==> src/rtl/exc_ctrl.sv <==
// MEM-stage exception collector: merges instruction fault flags, local
// address-error checks and masked interrupts into one prioritised exception
// code for CP0. It also synchronises the external interrupt lines, tracks the
// delay-slot state and holds off interrupts briefly after Status/Cause writes.
module exc_ctrl #(
  parameter int SYNC_STAGES = 2,
  parameter int MTC0_BLOCK  = 1
) (
  input  logic        cpu_clk_50M,
  input  logic        cpu_rst_n,
  input  logic        mem_valid,
  input  logic        stall_i,
  input  logic [31:0] mem_pc,
  input  logic        mem_is_branch,
  input  logic        exc_ri,
  input  logic        exc_ov,
  input  logic        exc_sys,
  input  logic        exc_bp,
  input  logic        exc_eret,
  input  logic        mem_re,
  input  logic        mem_we,
  input  logic [1:0]  mem_size,
  input  logic [31:0] mem_addr,
  input  logic [5:0]  ext_int_i,
  input  logic        timer_int_i,
  input  logic [31:0] status_i,
  input  logic [31:0] cause_i,
  input  logic        cp0_we_i,
  input  logic [4:0]  cp0_waddr_i,
  output logic [4:0]  exccode_o,
  output logic [31:0] exc_badvaddr_o,
  output logic [31:0] pc_o,
  output logic        in_delay_o,
  output logic [5:0]  int_o,
  output logic        mem_kill_o
);

  localparam logic [4:0] EXC_INT  = 5'h00;
  localparam logic [4:0] EXC_ADEL = 5'h04;
  localparam logic [4:0] EXC_ADES = 5'h05;
  localparam logic [4:0] EXC_SYS  = 5'h08;
  localparam logic [4:0] EXC_BP   = 5'h09;
  localparam logic [4:0] EXC_RI   = 5'h0a;
  localparam logic [4:0] EXC_OV   = 5'h0c;
  localparam logic [4:0] EXC_NONE = 5'h10;
  localparam logic [4:0] EXC_ERET = 5'h11;

  localparam int BW = (MTC0_BLOCK < 1) ? 1 : $clog2(MTC0_BLOCK + 1);

  logic [5:0][SYNC_STAGES-1:0] sync_q;
  logic [5:0]                  sync_out;
  logic                        dly_q, dly_d;
  logic [BW-1:0]               blk_q, blk_d;

  logic        take, int_ok, mis, mtc0_sr;
  logic [4:0]  code;
  logic [31:0] bad;

  // Bits of Status/Cause that play no part in exception selection.
  logic unused_bits;
  assign unused_bits = ^{status_i[31:16], status_i[7:2], cause_i[31:16], cause_i[7:0]};

  // Per-line synchroniser chains, shifting towards the MSB.
  for (genvar b = 0; b < 6; b++) begin : g_sync
    always_ff @(posedge cpu_clk_50M or negedge cpu_rst_n) begin
      if (!cpu_rst_n) sync_q[b] <= '0;
      else if (SYNC_STAGES > 1)
        sync_q[b] <= {sync_q[b][SYNC_STAGES-2:0], ext_int_i[b]};
      else
        sync_q[b] <= ext_int_i[b];
    end
    assign sync_out[b] = sync_q[b][SYNC_STAGES-1];
  end

  assign take    = mem_valid & ~stall_i;
  assign int_ok  = status_i[0] & ~status_i[1] & (|(cause_i[15:8] & status_i[15:8])) &
                   (blk_q == '0);
  assign mis     = ((mem_size == 2'b01) & mem_addr[0]) |
                   ((mem_size == 2'b10) & (mem_addr[1:0] != 2'b00));
  assign mtc0_sr = cp0_we_i & ((cp0_waddr_i == 5'd12) | (cp0_waddr_i == 5'd13));

  // Priority selection of the exception code and its bad address.
  always_comb begin
    code = EXC_NONE;
    bad  = '0;
    if (take) begin
      if (int_ok)                       code = EXC_INT;
      else if (mem_pc[1:0] != 2'b00) begin code = EXC_ADEL; bad = mem_pc; end
      else if (exc_ri)                  code = EXC_RI;
      else if (exc_ov)                  code = EXC_OV;
      else if (exc_sys)                 code = EXC_SYS;
      else if (exc_bp)                  code = EXC_BP;
      else if (exc_eret)                code = EXC_ERET;
      else if (mis & mem_re) begin      code = EXC_ADEL; bad = mem_addr; end
      else if (mis & mem_we) begin      code = EXC_ADES; bad = mem_addr; end
    end
  end

  // Next-state for delay-slot flag and MTC0 hold-off counter.
  always_comb begin
    dly_d = dly_q;
    blk_d = (blk_q != '0) ? blk_q - 1'b1 : '0;
    if (take) dly_d = (code == EXC_NONE) ? mem_is_branch : 1'b0;
    if (take & mtc0_sr & (code == EXC_NONE)) blk_d = BW'(MTC0_BLOCK);
  end

  // State registers.
  always_ff @(posedge cpu_clk_50M or negedge cpu_rst_n) begin
    if (!cpu_rst_n) begin
      dly_q <= 1'b0;
      blk_q <= '0;
    end else begin
      dly_q <= dly_d;
      blk_q <= blk_d;
    end
  end

  // Outputs are forced quiet while reset is held, including the
  // combinational paths from the pipeline and timer.
  assign exccode_o      = cpu_rst_n ? code : EXC_NONE;
  assign exc_badvaddr_o = cpu_rst_n ? bad : '0;
  assign pc_o           = cpu_rst_n ? mem_pc : '0;
  assign in_delay_o     = dly_q;
  assign int_o          = cpu_rst_n ? {sync_out[5] | timer_int_i, sync_out[4:0]} : '0;
  assign mem_kill_o     = cpu_rst_n & (code != EXC_NONE);

endmodule

==> config.mk <==
export PLATFORM = sky130hd
export DESIGN_NAME = exc_ctrl
export DESIGN_NICKNAME = d
export VERILOG_FILES = /design/src/rtl/exc_ctrl.sv
export SDC_FILE = /design/constraint.sdc
export NUM_CORES = 1
export LEC_CHECK = 0
export CAP_MARGIN = 25
export CORE_ASPECT_RATIO = 0.6
export CORE_MARGIN = 10
export CORE_UTILIZATION = 25
export CTS_BUF_LIST = sky130_fd_sc_hd__clkbuf_8
export CTS_CLUSTER_SIZE = 30
export DETAILED_ROUTE_END_ITERATION = 10
export GPL_ROUTABILITY_DRIVEN = 0
export PLACE_DENSITY = 0.95
export SLEW_MARGIN = 20
export SYNTH_ARGS = -nofsm -noshare
export SYNTH_HDL_FRONTEND = slang
export SYNTH_SLANG_ARGS = --single-unit
==> constraint.sdc <==
create_clock -name cpu_clk_50M -period 4.5 [get_ports cpu_clk_50M]
set_input_delay 0.675 -clock cpu_clk_50M [delete_from_list [all_inputs] [get_ports cpu_clk_50M]]
set_output_delay 0.675 -clock cpu_clk_50M [all_outputs]
set_load 0.05 [all_outputs]
==> implementation parameters, run 1 <==
Parameter                              Value

Clock tree
  CTS tree    built
  Post-CTS Setup Bufs    0
  Number of buffers created by CTS    3
  Number of H-tree branching levels    1
  Clock root buffer    clkbuf_8
  Count of hold buffers inserted by post-cts repair    0
  Count of instances resized after the clock tree is built    0
  Clock network latency to the later pin of the worst-skew pair    0.25 ns
  Sinks on the clock net    14
  Clock Tree Buf Depth    2
  Clock transition time at the flip-flop clock pins of the worst setup and hold paths    0.06 ns

GRT
  Global-route wire length before repair    about 14,000 um
  Via count of the first global-routing pass    about 2,400
  Initial antenna violation count    0
  GRT Resource Usage Total    0.179
  Overall overflow remaining after global route    0
  Pin count of the biggest net entering global routing    54

Timing
  Setup skew after layout    0.000311 ns
  Final Critical Period    between 3 and 4 ns
  Unrepaired setup endpoints after global routing    no
  Worst slew slack as a fraction of its limit    0.634
  Final hold violations    0
  Maximum clock frequency    about 0.29 GHz
  Accumulated negative setup slack    0 ns
  Final max-slew violation count    0
  Share of the clock period used by the worst path after layout    0.763
  Setup violation total in the final timing report    0
  Worst Max-Slew Pin Slew    roughly 0.55 ns

Final layout
  Count of inserted antenna diode cells    0
  Design Area, Final    approximately 3800 um^2
  Synth-to-layout area growth    159%
  Fraction of final layout cells with drive strength greater than 1    0.146
  Number of nets in the final layout    540

Setup path
  Crit path required time    between 3 and 4 ns
  Cell type of the slowest stage on the worst timing path    clkdlybuf4s50_1
  Worst path arrival time    2.76 ns
  Crit path capture type    output port
  Ordered cell list for the critical path    clkdlybuf4s50_1 -> buf_4 -> nand2_1 -> a21o_1 -> buf_4 -> nor3_1 -> buf_12
  Kind of critical path    input pin to output port
  Largest fanout of any net on the critical path    53
  Critical path startpoint category    input pin
  Most frequent cell on the critical path    buf_4
  Delay contributed by the slowest stage of the critical path    approximately 0.45 ns

Placed design
  Post-placement cell area    around 3800 um^2
  Post-DP HPWL    between 7000 and 8000 um
  Port bufs    about 180

Logic synthesis
  Summed instance area of the synthesized netlist    1470 um^2
  Count of flip-flops with a built-in enable after synthesis    0
  Average footprint of a synthesized cell    about 7.0 um^2
  Syn nets    about 370
  Most frequently used flop master after synthesis    dfrtp_1
  Number of synthesis warnings    0
  Post-synthesis register bit count    14
  Number of different library cells in the post-synthesis netlist    37
  Asr flop ratio synth    1.00
  Share of synthesized area occupied by flip-flops and latches    0.239
  Post-synthesis cell count    211

Run status
  Run status    finished clean

Power
  Static leakage power    about 0.0014 uW
  Worst-case vdd ir drop    85.9 uV
  Net switching power    about 230 uW
  Clk pwr share    0.209
  Share of total power in sequential cells    0.222
  Int Pwr    371 uW
  Switching part of the total    0.380
  Power per Cell Area    157 nW/um^2
  Relative contribution of combinational cells to total power    0.570

Floorplan
  Ports    ~230
  Initial Util    0.261
  Count of standard-cell rows    21
  Die Wd    ~120 um
  Area of the core region    about 5600 um^2
  Die extent in y    a little under 80 um
  Die area    between 9000 and 10,000 um^2

Routing
  Routed length per instance    about 20 um
  Count of vias placed by the detailed router    roughly 2,400
  Drt pass-1 iters    4
  Final routed DRC violation total    0
  Antenna violation net count after detailed routing    0
  Final wirelength    around 9000 um
  Number of DRC violations after detailed-routing iteration 0    161
  Number of vias per cell after detailed routing    just over 5

Run
  # Max-Cap Violations    0

Min path
  Type of the worst min-delay path    flip-flop to flip-flop
through the flow:
stage | utilization | setup WS, ns | hold WS [ns] | instances | total power (uW)
5_1_grt | 0.677 | 0.897 | 0.358 | 464 | 625
2_1_floorplan | - | 1.34 | 0.331 | 211 | 287
6_report | 0.677 | 1.07 | 0.349 | 464 | 599
3_3_place_gp | 0.667 | 1.10 | 0.332 | 460 | 469
4_1_cts | 0.677 | 1.04 | 0.349 | 464 | 604
3_5_place_dp | 0.667 | 1.04 | 0.335 | 460 | 477
layer usage:
layer	vias to the layer above	GRT usage	wire (um)
met3	4	0.0473	768
li1	1104	-	-
met4	0	0.0255	57
met1	1125	0.210	3670
met5	-	0	0
met2	133	0.329	4700
worst paths after layout:
kind	startpoint	end	slack [ns]	cells past startpoint
min in group asynchronous	cpu_rst_n	sync_q[10]$_DFF_PN0_	0.85	2
worst min register to register	sync_q[8]$_DFF_PN0_	sync_out[4]$_DFF_PN0_	0.35	0
worst min-delay path	sync_q[8]$_DFF_PN0_	sync_out[4]$_DFF_PN0_	0.35	0
max in group asynchronous	cpu_rst_n	sync_q[0]$_DFF_PN0_	3.32	2
worst max-delay path	cpu_rst_n	exccode_o[1]	1.07	7
worst max register to register	blk_q$_DFF_PN0_	in_delay_o$_DFFE_PN0P_	3.35	3
power by group through the flow:
stage               logic, uW  clock network (uW)  registers (uW)
floorplan                 152                   0             135
detailed placement        342                   0             135
global placement          334                   0             135
global route              357                 134             133
CTS                       343                 128             133
finish                    341                 125             133
sequential cells by signal (all words and copies together) (netlist names):
register	flops
sync_out	6
sync_q	6
blk_q	1
in_delay_o	1
cells in the final DEF, fill, tap and decap left out, drive strengths merged, types with 2 or more instances in the layout:
master / count
nor4b: 2
buf: 45
a21oi: 33
clkdlybuf4s50: 146
nor3: 2
nor2: 6
dfrtp: 14
a41oi: 3
nand4: 31
and2: 38
a21o: 2
inv: 2
clkbuf: 4
nand2: 33
a22oi: 4
or2: 2
cell type report:
class,count,area (um^2)
well taps,80,100
clock buffers,4,55.1
flip-flops and latches,14,350
inverters,2,7.51
multi-input cells,173,1020
repair buffers,191,2270
fillers,433,1820
cell families (layout without fill, tap and decap cells):
logic type	after synthesis	after routing	share of synthesized area
xor gates and xnor gates	1	1	0.00597
and+or+nand+nor	124	124	0.487
buffers and inverters	24	197	0.0690
DFF	14	14	0.239
AOI/OAI and AO/OA	48	48	0.200
synthesized netlist by cell type, drive strengths merged (2+ instances only):
master / count / area (um^2)
inv: 2 / 7.51
or2: 2 / 12.5
nand4: 31 / 194
clkbuf: 17 / 63.8
a22oi: 4 / 30.0
a41oi: 3 / 33.8
a21oi: 33 / 165
nand2: 33 / 124
nor2: 6 / 22.5
nor4b: 2 / 32.5
nor3: 2 / 10.0
dfrtp: 14 / 350
buf: 5 / 30.0
and2: 38 / 238
a21o: 2 / 15.0
worst max-delay path, delay by kind of cell:
family / cells / cell delay [ns]
AO/OA/AOI/OAI: 1 / 0.20
buffers and inverters: 4 / 1.28
AND/OR/NAND/NOR: 2 / 0.58
Power figures use the tool's default switching activity.
==> inputs of run 2 (changes only) <==
--- a/config.mk
+++ b/config.mk
@@ -8,12 +8,12 @@
 export CAP_MARGIN = 25
 export CORE_ASPECT_RATIO = 0.6
 export CORE_MARGIN = 10
-export CORE_UTILIZATION = 25
+export CORE_UTILIZATION = 21
 export CTS_BUF_LIST = sky130_fd_sc_hd__clkbuf_8
 export CTS_CLUSTER_SIZE = 30
 export DETAILED_ROUTE_END_ITERATION = 10
 export GPL_ROUTABILITY_DRIVEN = 0
-export PLACE_DENSITY = 0.95
+export PLACE_DENSITY = 0.91
 export SLEW_MARGIN = 20
 export SYNTH_ARGS = -nofsm -noshare
 export SYNTH_HDL_FRONTEND = slang
==> constraint.sdc (replaced) <==
create_clock -name cpu_clk_50M -period 2.9 [get_ports cpu_clk_50M]
set_input_delay 0.435 -clock cpu_clk_50M [delete_from_list [all_inputs] [get_ports cpu_clk_50M]]
set_output_delay 0.435 -clock cpu_clk_50M [all_outputs]
set_load 0.05 [all_outputs]
==> run 2 against run 1 <==
Compared with the run above:
- design area grew 2.1%
- largest power group unchanged
- clock skew about the same
- highest routed layer unchanged
- combinational power up 59%
- first-iteration DRC count is 42% lower
- largest cell class unchanged
- critical endpoint is now mem_kill_o
- clock power grew 59%
- count of clock-buffer cells in the layout unchanged
- flip-flop and latch count unchanged
- cell count up 2.4%
==> implementation parameters, run 2 (synthesized netlist as in run 1, its figures left out) <==
Parameter                              Value

Run status
  Run status    finished clean (unchanged)

Clock tree
  Number of buffers created by CTS    3 (unchanged)
  Clock Tree Buf Depth    2 (unchanged)
  Sinks on the clock net    14 (unchanged)
  Number of H-tree branching levels    1 (unchanged)
  Clock transition time at the flip-flop clock pins of the worst setup and hold paths    0.07 ns (was 0.06 ns)
  CTS tree    built (unchanged)
  Clock root buffer    clkbuf_8 (unchanged)
  Clock network latency to the later pin of the worst-skew pair    0.24 ns (was 0.25 ns)
  Count of hold buffers inserted by post-cts repair    0 (unchanged)

Setup path
  Internal reg-to-reg setup slack    1.82 ns (was 3.35 ns)
  Bufs and invs on worst path    2 (was 4)
  Crit path required time    2.47 ns (was 3.83 ns)
  CP Launch Point    mem_pc[1] (was cpu_rst_n)
  Critical path startpoint category    input pin (unchanged)
  Kind of critical path    input pin to output port (unchanged)
  Launching point of the worst reg2reg path    blk_q$_DFF_PN0_ (unchanged)
  Family of cells with the greatest summed delay on the critical path    simple AND/OR/NAND/NOR gates (was buffers and inverters)
  Largest fanout of any net on the critical path    4 (was 53)
  Crit path capture type    output port (unchanged)
  Cell type of the slowest stage on the worst timing path    clkdlybuf4s50_1 (unchanged)
  Ordered cell list for the critical path    clkdlybuf4s50_1 -> or2_4 -> or4_4 -> or3_4 -> a41oi_4 -> buf_12 (was clkdlybuf4s50_1 -> buf_4 -> nand2_1 -> a21o_1 -> buf_4 -> nor3_1 -> buf_12)
  Worst path arrival time    2.40 ns (was 2.76 ns)
  Delay contributed by the slowest stage of the critical path    0.42 ns (was 0.45 ns)

Final layout
  Fraction of final layout cells with drive strength greater than 1    0.180 (was 0.146)
  Number of nets in the final layout    544 (was 540)
  Reg area    350 um^2 (unchanged)
  Area used by multi-input combinational logic    1030 um^2 (was 1020 um^2)
  Most common cell after layout, fill and taps aside    clkdlybuf4s50_1 (unchanged)
  Fill cell instance count of the final layout    587 (was 433)
  Count of inserted antenna diode cells    0 (unchanged)
  Commonest non-fill, non-tap cells in the layout    clkdlybuf4s50_1, buf_12, and2_1 (was clkdlybuf4s50_1, and2_1, buf_12)
  Final cell count without fillers    475 (was 464)
  Synth-to-layout area growth    165% (was 159%)

Routing
  Final routed DRC violation total    0 (unchanged)
  Drt pass-1 iters    4 (unchanged)
  Antenna violation net count after detailed routing    0 (unchanged)
  Number of DRC violations after detailed-routing iteration 0    93 (was 161)
  Count of vias placed by the detailed router    2,324 (was 2,366)
  Final wirelength    9200 um (was 9190 um)
  Routed length per instance    19.4 um (was 19.8 um)
  Number of vias per cell after detailed routing    4.89 (was 5.10)

Power
  Share of total power in sequential cells    0.218 (was 0.222)
  Worst-case vdd ir drop    176 uV (was 85.9 uV)
  Relative contribution of combinational cells to total power    0.572 (was 0.570)
  Power per Cell Area    243 nW/um^2 (was 157 nW/um^2)
  Net switching power    361 uW (was 228 uW)
  Clk pwr share    0.210 (was 0.209)
  Static leakage power    0.00150 uW (was 0.00145 uW)
  Switching part of the total    0.382 (was 0.380)
  Int Pwr    585 uW (was 371 uW)

GRT
  GRT Resource Usage Total    0.158 (was 0.179)
  Initial antenna violation count    0 (unchanged)
  Overall overflow remaining after global route    0 (unchanged)
  Pin count of the biggest net entering global routing    37 (was 54)
  Global-route wire length before repair    14,000 um (was 13,900 um)
  Via count of the first global-routing pass    2,486 (was 2,444)

Run
  # Max-Cap Violations    0 (unchanged)

Timing
  Share of the clock period used by the worst path after layout    0.979
  Final hold violations    0 (unchanged)
  Setup ws final    0.0608 ns (was 1.07 ns)
  Worst Max-Slew Pin Slew    0.526 ns (was 0.548 ns)
  Worst slew slack as a fraction of its limit    0.648 (was 0.634)
  Final Critical Period    ~2.8 ns
  Final max-slew violation count    0 (unchanged)
  Maximum clock frequency    about 0.35 GHz
  Setup violation total in the final timing report    0 (unchanged)
  Accumulated negative setup slack    0 ns (unchanged)
  Setup skew after layout    0.000163 ns (was 0.000311 ns)

Floorplan
  Die area    10,800 um^2 (was 9440 um^2)
  Count of standard-cell rows    23 (was 21)
  Die Wd    128 um (was 119 um)
  Ports    232 (unchanged)
  Area of the core region    6730 um^2 (was 5620 um^2)
  Initial Util    0.218 (was 0.261)
  Die extent in y    84.8 um (was 79.4 um)

Placed design
  Number of cells after detailed placement    471 (was 460)
  Port bufs    184 (unchanged)
  Post-DP HPWL    7700 um (was 7660 um)
  Worst slack after detailed placement    0.0364 ns (was 1.04 ns)

Min path
  Type of the worst min-delay path    input pin to async pin (was flip-flop to flip-flop)
run 2: timing repair:
action / 4_1_cts / 5_1_grt
setup endpoints to repair: 0 / 2
buffers inserted: 0 / 0
resized for setup: 0 / 3
run 2: final cells by class:
class	instances	area share
Timing Repair Buffer	195	0.600
Clock buffer	4	0.0142
Multi-Input combinational cell	173	0.266
Inverter	2	0.00193
Sequential cell	14	0.0901
Tap cell	87	0.0280
run 2: final timing paths:
check	end	depth (start not counted)
worst max-delay path	mem_kill_o	6
worst min-delay path	sync_out[5]$_DFF_PN0_	1
worst max register to register	in_delay_o$_DFFE_PN0P_	3
worst min register to register	sync_out[3]$_DFF_PN0_	0
max in group asynchronous	sync_q[6]$_DFF_PN0_	2
min in group cpu_clk_50M	sync_out[3]$_DFF_PN0_	0
run 2: power by group through the flow:
stage	clock network (uW)	registers, uW	logic (uW)
6_report	199	206	541
5_1_grt	209	206	571
4_1_cts	202	206	542
3_5_place_dp	0	210	540
3_3_place_gp	0	209	531
2_1_floorplan	0	209	236
run 2: per-stage QoR:
stage / hold WS (ns) / total power, uW / area [um^2] / util
2_1_floorplan: 0.139 / 445 / 1470 / -
3_3_place_gp: 0.315 / 740 / 3810 / 0.567
3_5_place_dp: 0.321 / 750 / 3810 / 0.567
4_1_cts: 0.0485 / 950 / 3870 / 0.575
5_1_grt: 0.0548 / 986 / 3890 / 0.577
6_report: 0.0466 / 946 / 3890 / 0.577
run 2: worst register-to-register path: stages (launching register included):
cell and delay (ns):
dfrtp_1 0.36, nor3b_1 0.28, and2_1 0.23, o31ai_1 0.09
run 2: layer usage:
metal | GRT usage | routed length [um] | vias to the layer above
met3 | 0.0546 | 878 | 8
li1 | - | - | 1114
met4 | 0.0275 | 114 | 0
met5 | 0 | 0 | -
met2 | 0.297 | 4820 | 114
met1 | 0.168 | 3380 | 1088
